[config.mk]
export PLATFORM = sky130hd
export DESIGN_NAME = ysyx_23060286_seq_ctrl
export DESIGN_NICKNAME = d
export VERILOG_FILES = /design/src/rtl/ysyx_23060286_pkg.sv /design/src/rtl/ysyx_23060286_wdog.sv /design/src/rtl/ysyx_23060286_seq_ctrl.sv
export SDC_FILE = /design/constraint.sdc
export NUM_CORES = 1
export LEC_CHECK = 0
export ABC_AREA = 1
export BUFFER_PORTS_ARGS = -buffer_cell sky130_fd_sc_hd__clkbuf_2
export CELL_PAD_IN_SITES_DETAIL_PLACEMENT = 1
export CELL_PAD_IN_SITES_GLOBAL_PLACEMENT = 2
export CORE_MARGIN = 1
export CORE_UTILIZATION = 27
export CTS_CLUSTER_DIAMETER = 80
export DETAILED_ROUTE_END_ITERATION = 8
export GPL_TIMING_DRIVEN = 0
export PLACE_DENSITY = 0.82
export RECOVER_POWER = 100
export SYNTH_ARGS = -nofsm -noshare
export SYNTH_HDL_FRONTEND = slang
export SYNTH_HIERARCHICAL = 1
export SYNTH_SLANG_ARGS = --single-unit
[constraint.sdc]
create_clock -name clk -period 3.2 [get_ports clk]
set_input_delay 0.48 -clock clk [delete_from_list [all_inputs] [get_ports clk]]
set_output_delay 0.48 -clock clk [all_outputs]
set_load 0.02 [all_outputs]
[src/rtl/ysyx_23060286_pkg.sv]
// Shared types and constants for the ysyx_23060286 multi-cycle sequencer.
// The sequencer FSM states, halt reasons and the reset instruction live here.
package ysyx_23060286_pkg;

  typedef enum logic [2:0] {
    FETCH,
    IWAIT,
    EXEC,
    MEM,
    MWAIT,
    WB,
    HALT
  } state_t;

  localparam logic [1:0] HALT_NONE   = 2'd0;
  localparam logic [1:0] HALT_EBREAK = 2'd1;
  localparam logic [1:0] HALT_IFU_TO = 2'd2;
  localparam logic [1:0] HALT_LSU_TO = 2'd3;

  // addi x0, x0, 0
  localparam logic [31:0] NOP_INST = 32'h0000_0013;

endpackage

[src/rtl/ysyx_23060286_wdog.sv]
// Bus watchdog: counts cycles spent waiting for a response and flags the
// cycle in which the wait would reach TIMEOUT cycles.
module ysyx_23060286_wdog
  import ysyx_23060286_pkg::*;
#(
  parameter int TIMEOUT = 255
) (
  input  logic clk,
  input  logic rst,
  input  logic clear,
  input  logic en,
  output logic expired
);

  localparam int W = $clog2(TIMEOUT + 1);
  localparam logic [W-1:0] LAST = W'(TIMEOUT - 1);

  logic [W-1:0] count;

  // The count holds the wait cycles already completed, so the current
  // waiting cycle is the last allowed one when the count equals TIMEOUT-1.
  always_ff @(posedge clk) begin
    if (rst || clear) begin
      count <= '0;
    end else if (en && !expired) begin
      count <= count + W'(1);
    end
  end

  assign expired = en && (count == LAST);

endmodule

[src/rtl/ysyx_23060286_seq_ctrl.sv]
// Multi-cycle sequencer for the NPC core: walks the single-cycle datapath
// through fetch, execute, memory and writeback, and commits via pc_we/gpr_we.
module ysyx_23060286_seq_ctrl
  import ysyx_23060286_pkg::*;
#(
  parameter int TIMEOUT = 255
) (
  input  logic        clk,
  input  logic        rst,
  output logic        ifu_req,
  input  logic        ifu_ready,
  input  logic        ifu_rvalid,
  input  logic [31:0] ifu_rdata,
  output logic [31:0] inst,
  input  logic        dec_load,
  input  logic        dec_store,
  input  logic        dec_wen,
  input  logic        dec_ebreak,
  output logic        lsu_req,
  output logic        lsu_we,
  input  logic        lsu_gnt,
  input  logic        lsu_rvalid,
  output logic        pc_we,
  output logic        gpr_we,
  output logic [31:0] instret,
  output logic        halted,
  output logic [1:0]  halt_code
);

  state_t     state;
  state_t     state_next;
  logic [1:0] code_next;
  logic       inst_latch;
  logic       wd_clear;
  logic       wd_en;
  logic       wd_expired;

  ysyx_23060286_wdog #(
    .TIMEOUT(TIMEOUT)
  ) u_wdog (
    .clk    (clk),
    .rst    (rst),
    .clear  (wd_clear),
    .en     (wd_en),
    .expired(wd_expired)
  );

  always_ff @(posedge clk) begin
    if (rst) begin
      state <= FETCH;
    end else begin
      state <= state_next;
    end
  end

  // A response arriving in the same cycle as the watchdog expiry still wins.
  always_comb begin
    state_next = state;
    code_next  = HALT_NONE;
    case (state)
      FETCH: begin
        if (ifu_ready && ifu_rvalid) begin
          state_next = EXEC;
        end else if (ifu_ready) begin
          state_next = IWAIT;
        end
      end
      IWAIT: begin
        if (ifu_rvalid) begin
          state_next = EXEC;
        end else if (wd_expired) begin
          state_next = HALT;
          code_next  = HALT_IFU_TO;
        end
      end
      EXEC: begin
        if (dec_ebreak) begin
          state_next = HALT;
          code_next  = HALT_EBREAK;
        end else if (dec_load || dec_store) begin
          state_next = MEM;
        end else begin
          state_next = WB;
        end
      end
      MEM: begin
        if (lsu_gnt && lsu_rvalid) begin
          state_next = WB;
        end else if (lsu_gnt) begin
          state_next = MWAIT;
        end
      end
      MWAIT: begin
        if (lsu_rvalid) begin
          state_next = WB;
        end else if (wd_expired) begin
          state_next = HALT;
          code_next  = HALT_LSU_TO;
        end
      end
      WB:      state_next = FETCH;
      HALT:    state_next = HALT;
      default: state_next = FETCH;
    endcase
  end

  assign inst_latch = ((state == FETCH) && ifu_ready && ifu_rvalid) ||
                      ((state == IWAIT) && ifu_rvalid);

  assign wd_clear = ((state_next == IWAIT) && (state != IWAIT)) ||
                    ((state_next == MWAIT) && (state != MWAIT));
  assign wd_en    = (state == IWAIT) || (state == MWAIT);

  // inst stays put until the next fetch so decode is stable through WB.
  always_ff @(posedge clk) begin
    if (rst) begin
      inst      <= NOP_INST;
      instret   <= '0;
      halt_code <= HALT_NONE;
    end else begin
      if (inst_latch) begin
        inst <= ifu_rdata;
      end
      if (state == WB) begin
        instret <= instret + 32'd1;
      end
      if ((state_next == HALT) && (state != HALT)) begin
        halt_code <= code_next;
      end
    end
  end

  assign ifu_req = (state == FETCH);
  assign lsu_req = (state == MEM);
  assign lsu_we  = (state == MEM) && dec_store;
  assign pc_we   = (state == WB);
  assign gpr_we  = (state == WB) && dec_wen && !dec_store;
  assign halted  = (state == HALT);

endmodule

# Word-level counts from Yosys, hierarchy flattened
# Cells that the tools add are included.
# totals
ff_bits	77
out_inout_bits	72
wordCells	57
# op_classes
addsub	2
eq_ne	13
n_mux	16
reduce_logical	21
# op_table
operator	count
$add 32x1->32 const B	1
$mux 3	9
$pmux 3 s6	1
$eq 3x3->1 const B	5
$logic_and 1x1->1	13
$add 8x1->8 const B	1
$eq 8x8->1 const B	1
$mux 2	4
$eq 3x1->1 const B	2
$eq 3x2->1 const B	2
$ne 3x3->1 const B	2
$pmux 2 s3	1
$logic_or 1x1->1	5
$logic_not 3->1	1
$ne 3x1->1 const B	1
$logic_not 1->1	2
$mux 1	1

# Depth between registers and ports, before layout
# depth
word_depth	10
ltp_mapped	18
mapped_depth_nobuf	18

# By module
# Netlist, hierarchy kept.
# by_module_without_submodules
module	n_inst	cells_per_inst	area_each_um2	seq_area_each_um2
ysyx_23060286_seq_ctrl	1	516	3344.5	1381.3
ysyx_23060286_wdog	1	70	481.7	160.2

# Least setup slack after synthesis
# No wires, ideal clock.
# synth_timing
path_kind	register to register
startpoint	register state[2]
endpoint	register u_wdog.count[2]
setup_ns	0.070
t_arrival_ns	2.287
path_slack_ns	0.843
path_stages_with_launch	19
n_path_buf	1
cell_sequence	dfxtp_1 -> buf_4 -> nor2_2 -> inv_2 -> o21ai_0 -> inv_1 -> nor2_1 -> nand2_1 -> inv_1 -> nand2_1 -> nand2_1 -> nor2_1 -> nand2_1 -> inv_1 -> nand4_1 -> nand2_1 -> nor2_1 -> inv_1 -> a21oi_1
# synth_between
elab_chain_cells	10
elab_cells_between_ends	26
classes_between	eq/ne: 9; mux: 8; reduce/logical: 9
# synth_rtl
element	line	text
from (decl)	ysyx_23060286_seq_ctrl.sv:30	state_t state;
from (signal assigned)	ysyx_23060286_seq_ctrl.sv:52	state <= state_next;
$eq 3x1->1 or $eq 3x3->1 (tied branches)	ysyx_23060286_seq_ctrl.sv:112	assign wd_en = (state == IWAIT) || (state == MWAIT);
$logic_or 1x1->1 *	ysyx_23060286_seq_ctrl.sv:112	
named net wd_en	ysyx_23060286_seq_ctrl.sv:35	logic wd_en;
$logic_and 1x1->1 *	ysyx_23060286_wdog.sv:30	assign expired = en && (count == LAST);
named net wd_expired	ysyx_23060286_seq_ctrl.sv:36	logic wd_expired;
$mux 3 *	ysyx_23060286_seq_ctrl.sv:71, ysyx_23060286_seq_ctrl.sv:96	
$mux 3, on equally long branches	ysyx_23060286_seq_ctrl.sv:94, ysyx_23060286_seq_ctrl.sv:69	
$pmux 3 s6 *	ysyx_23060286_seq_ctrl.sv:60	case (state)
$eq 3x1->1 or $eq 3x3->1 (tied branches)	ysyx_23060286_seq_ctrl.sv:110, ysyx_23060286_seq_ctrl.sv:111	
$logic_and 1x1->1, on equally long branches	ysyx_23060286_seq_ctrl.sv:110, ysyx_23060286_seq_ctrl.sv:111	
$logic_or 1x1->1 *	ysyx_23060286_seq_ctrl.sv:110	assign wd_clear = ((state_next == IWAIT) && (state != IWAIT)) ||
named net wd_clear	ysyx_23060286_seq_ctrl.sv:34	logic wd_clear;
$logic_or 1x1->1 *	ysyx_23060286_wdog.sv:23	if (rst || clear) begin
to (signal assigned)	ysyx_23060286_wdog.sv:26	count <= count + W'(1);
to (decl)	ysyx_23060286_wdog.sv:18	logic [W-1:0] count;
# The timed path passes the listed nets; every way through them passes the cells marked *.
# A chain may end at the register's enable or synchronous reset.

# Final worst setup path
# Ends and elaborated chain as after synthesis.

==> flow_metrics.py <==
metrics = {
    "clock_tree": {
        "clkTransAtPathRegs_ns": 0.06,
        "worstSkewPairLatency_ns": 0.34,
        "htreeDepth": 3,
        "cts_buffers": 9,
        "post_cts_buffers": 0,
        "cts_tree": "yes",
        "cts-root-buf": "clkbuf_16",
        "clockBufferDepth": 2,
        "clock_sinks": 77,
    },
    "status": {
        "outcome": "finished clean",
    },
    "logic_synthesis": {
        "synth_top_family_by_area": "simple AND/OR/NAND/NOR gates",
        "synth_edf_count": 0,
        "yosysMostFrequentCell": "nand2_1",
        "synthMuxAreaShare_pct": 0,
        "yosysTopAreaCellShare_pct": 40.3,
        "synth_ff_type": "dfxtp_1",
        "synth-simple-area-share_pct": 39.8,
        "syn_nets": 631,
        "synth_xor_area_share_pct": 1.60,
        "synth_adder_area_share_pct": 0.981,
        "syn_inst": 586,
        "yosysSeqAreaShare_pct": 40.3,
        "yosysUniqueCellTypes": 30,
        "syn_area_mm2": 0.00383,
        "syn_avg_cell_area_um2": 6.53,
        "async_flop_share_pct": 0,
        "synth.ff_latch_count": 77,
        "ys_warn_count": 6,
        "synthTopCellsByCount": "nand2_1, nor2_1, dfxtp_1",
        "synthTopCellsByArea": "dfxtp_1, nand2_1, nor2_1",
        "synth_compound_area_share_pct": 9.45,
        "synth_largest_area_cell": "dfxtp_1",
    },
    "sta": {
        "post-route-period-util_pct": 87.8,
        "setup_tns_ns": 0,
        "finalClockSkew_ns": 0.0140,
        "min_period_ns": 2.81,
        "fmax_mhz": 356,
        "maxSlewHeadroom_pct": 50.8,
        "grt_setup_unrepaired": "no",
        "hold_ws_ns": 0.354,
        "hold_violations": 0,
        "finalSetupViolations": 0,
        "worst_slew_pin_slew_ns": 0.732,
        "finalMaxSlewViolations": 0,
    },
    "critical_path": {
        "crit_path_end_kind": "flop",
        "critPathMaxFanout": 10,
        "critPathKind": "reg -> reg",
        "worstPathRequired_ns": 3.47,
        "ff2ff_path_depth": 18,
        "worst_setup_path_start_kind": "flop",
        "crit_arrival_ns": 3.08,
    },
    "pwr": {
        "p_leak_nw": 1.91,
        "vdd_drop_max_mv": 0.291,
        "p_sw_share_pct": 32.0,
        "power_density_mw_per_mm2": 520,
        "switchingPower_uw": 792,
        "p_int_mw": 1.68,
        "p_seq_share_pct": 43.3,
        "clkPwrFrac_pct": 39.2,
        "combPwrFrac_pct": 17.5,
    },
    "drt": {
        "routed_wl_mm": 12.4,
        "wl_per_cell_um": 13.9,
        "vias": 4079,
        "vias_per_cell": 4.56,
        "drc_errors": 0,
        "drt_iter0_drc": 164,
        "ant_nets": 0,
        "dr.pass1.iters": 4,
    },
    "layout": {
        "syn_to_final_growth_pct": 24.2,
        "drive_above_1_share_pct": 10.8,
        "num_antenna_cells": 0,
        "num-fill-cells": 1837,
        "final_nets": 755,
    },
    "global_routing": {
        "grt_max_degree": 15,
        "grt_pass1_vias": 4345,
        "antenna_found_initial": 0,
        "grt_pass1_wl_mm": 21.0,
        "grt_usage_pct": 18.1,
        "grt_overflow_total": 0,
    },
    "floorplan": {
        "die_height_um": 121,
        "die-area_mm2": 0.0147,
        "die_x_um": 121,
        "initial_core_util_pct": 27.7,
        "rows": 43,
        "ios": 114,
        "core_area_mm2": 0.0138,
    },
    "placement": {
        "post-dp-hpwl_mm": 9.89,
        "gp_congestion": 0.782,
        "numPortBuffers": 113,
    },
    "job": {
        "maxCapViolations": 0,
    },
    "worst_hold_path": {
        "whs_path_depth": 3,
        "min_path_type": "in -> reg",
    },
}
[sequential cells by signal, summed over array words and instances, names as in the netlist]
signal	cells
u_wdog/count	8
halt_code	2
instret	32
state	3
inst	32
[worst max-delay path, cell delays in order, from the launching register on]
cell and delay (ns):
dfxtp_1 0.30, buf_4 0.16, nor2_1 0.29, inv_2 0.08, o21ai_1 0.46, inv_1 0.08, nor2_1 0.15, nand2_1 0.06
inv_1 0.10, nand2_1 0.07, nand2_1 0.08, nor2_1 0.04, nand2_1 0.07, inv_1 0.06, nand4_1 0.09, nand2_1 0.06
nor2_1 0.30, inv_1 0.17, a21oi_1 0.13
[repair_timing]
action,4_1_cts,5_1_grt
hold buffers,0,0
setup endpoints to repair,0,5
resized for setup,0,1
[power by group through the flow]
stage                     logic [mW]  registers (mW)  clock network (mW)
after floorplan                0.224            1.16                   0
after global placement         0.450            1.09                   0
after detailed placement       0.463            1.09                   0
after CTS                      0.466            1.07                1.00
after global routing           0.489            1.08                1.04
final                          0.433            1.07               0.969
[per-stage QoR]
step                      utilization [%]  std cells  setup slack, ns  instance area (um2)  total power, mW
after floorplan                         -        586            0.843                 3830             1.38
after global placement               33.4        879            0.323                 4620             1.54
after detailed placement             33.4        879            0.197                 4620             1.56
after CTS                            35.4        895            0.191                 4890             2.54
after global routing                 34.4        895            0.104                 4750             2.61
final                                34.4        895            0.389                 4750             2.47
[routing by layer]
layer | global-route usage (%) | wire [um] | up-vias
met5 | 0 | 0 | -
met4 | 6.33 | 178 | 0
met3 | 5.31 | 850 | 13
met2 | 30.8 | 5840 | 99
met1 | 21.5 | 5550 | 1874
li1 | - | - | 2093
[worst paths after layout]
check,from,to,slack (ns)
max,state[2],u_wdog/count[2],0.39
max reg2reg,state[2],u_wdog/count[2],0.39
min reg2reg,halt_code[0],halt_code[0],0.45
min,ifu_rdata[1],inst[1],0.35
[final cells by class]
cell class	count	area, um2	share of cell area (%)
sequential	77	1540	32.4
timing repair buffer	113	477	10.0
clock buffer	9	225	4.74
tap	180	225	4.74
buffer	17	73.8	1.55
inverter	58	220	4.63
multi-input combinational	434	1940	40.8
clock inverter	7	51.3	1.08
[logic make-up after synthesis]
family | after synthesis
buf+inv | 75
flops | 77
compound gates | 71
fa+ha+maj | 3
simple gates | 353
xor+xnor | 7
[layout by cell type, fill, tap and decap left out, types with 5 or more instances in the layout]
| cell | count |
|---|---|
| nor2_1 | 146 |
| nand2_1 | 145 |
| clkbuf_1 | 82 |
| dfxtp_1 | 77 |
| inv_1 | 56 |
| o21ai_0 | 43 |
| clkbuf_2 | 42 |
| nand3_1 | 25 |
| a21oi_1 | 23 |
| nand4_1 | 10 |
| clkbuf_16 | 9 |
| nor3_1 | 6 |
| buf_2 | 5 |
| nand3b_1 | 5 |
| clkinvlp_4 | 5 |
Power figures use the tool's default switching activity.
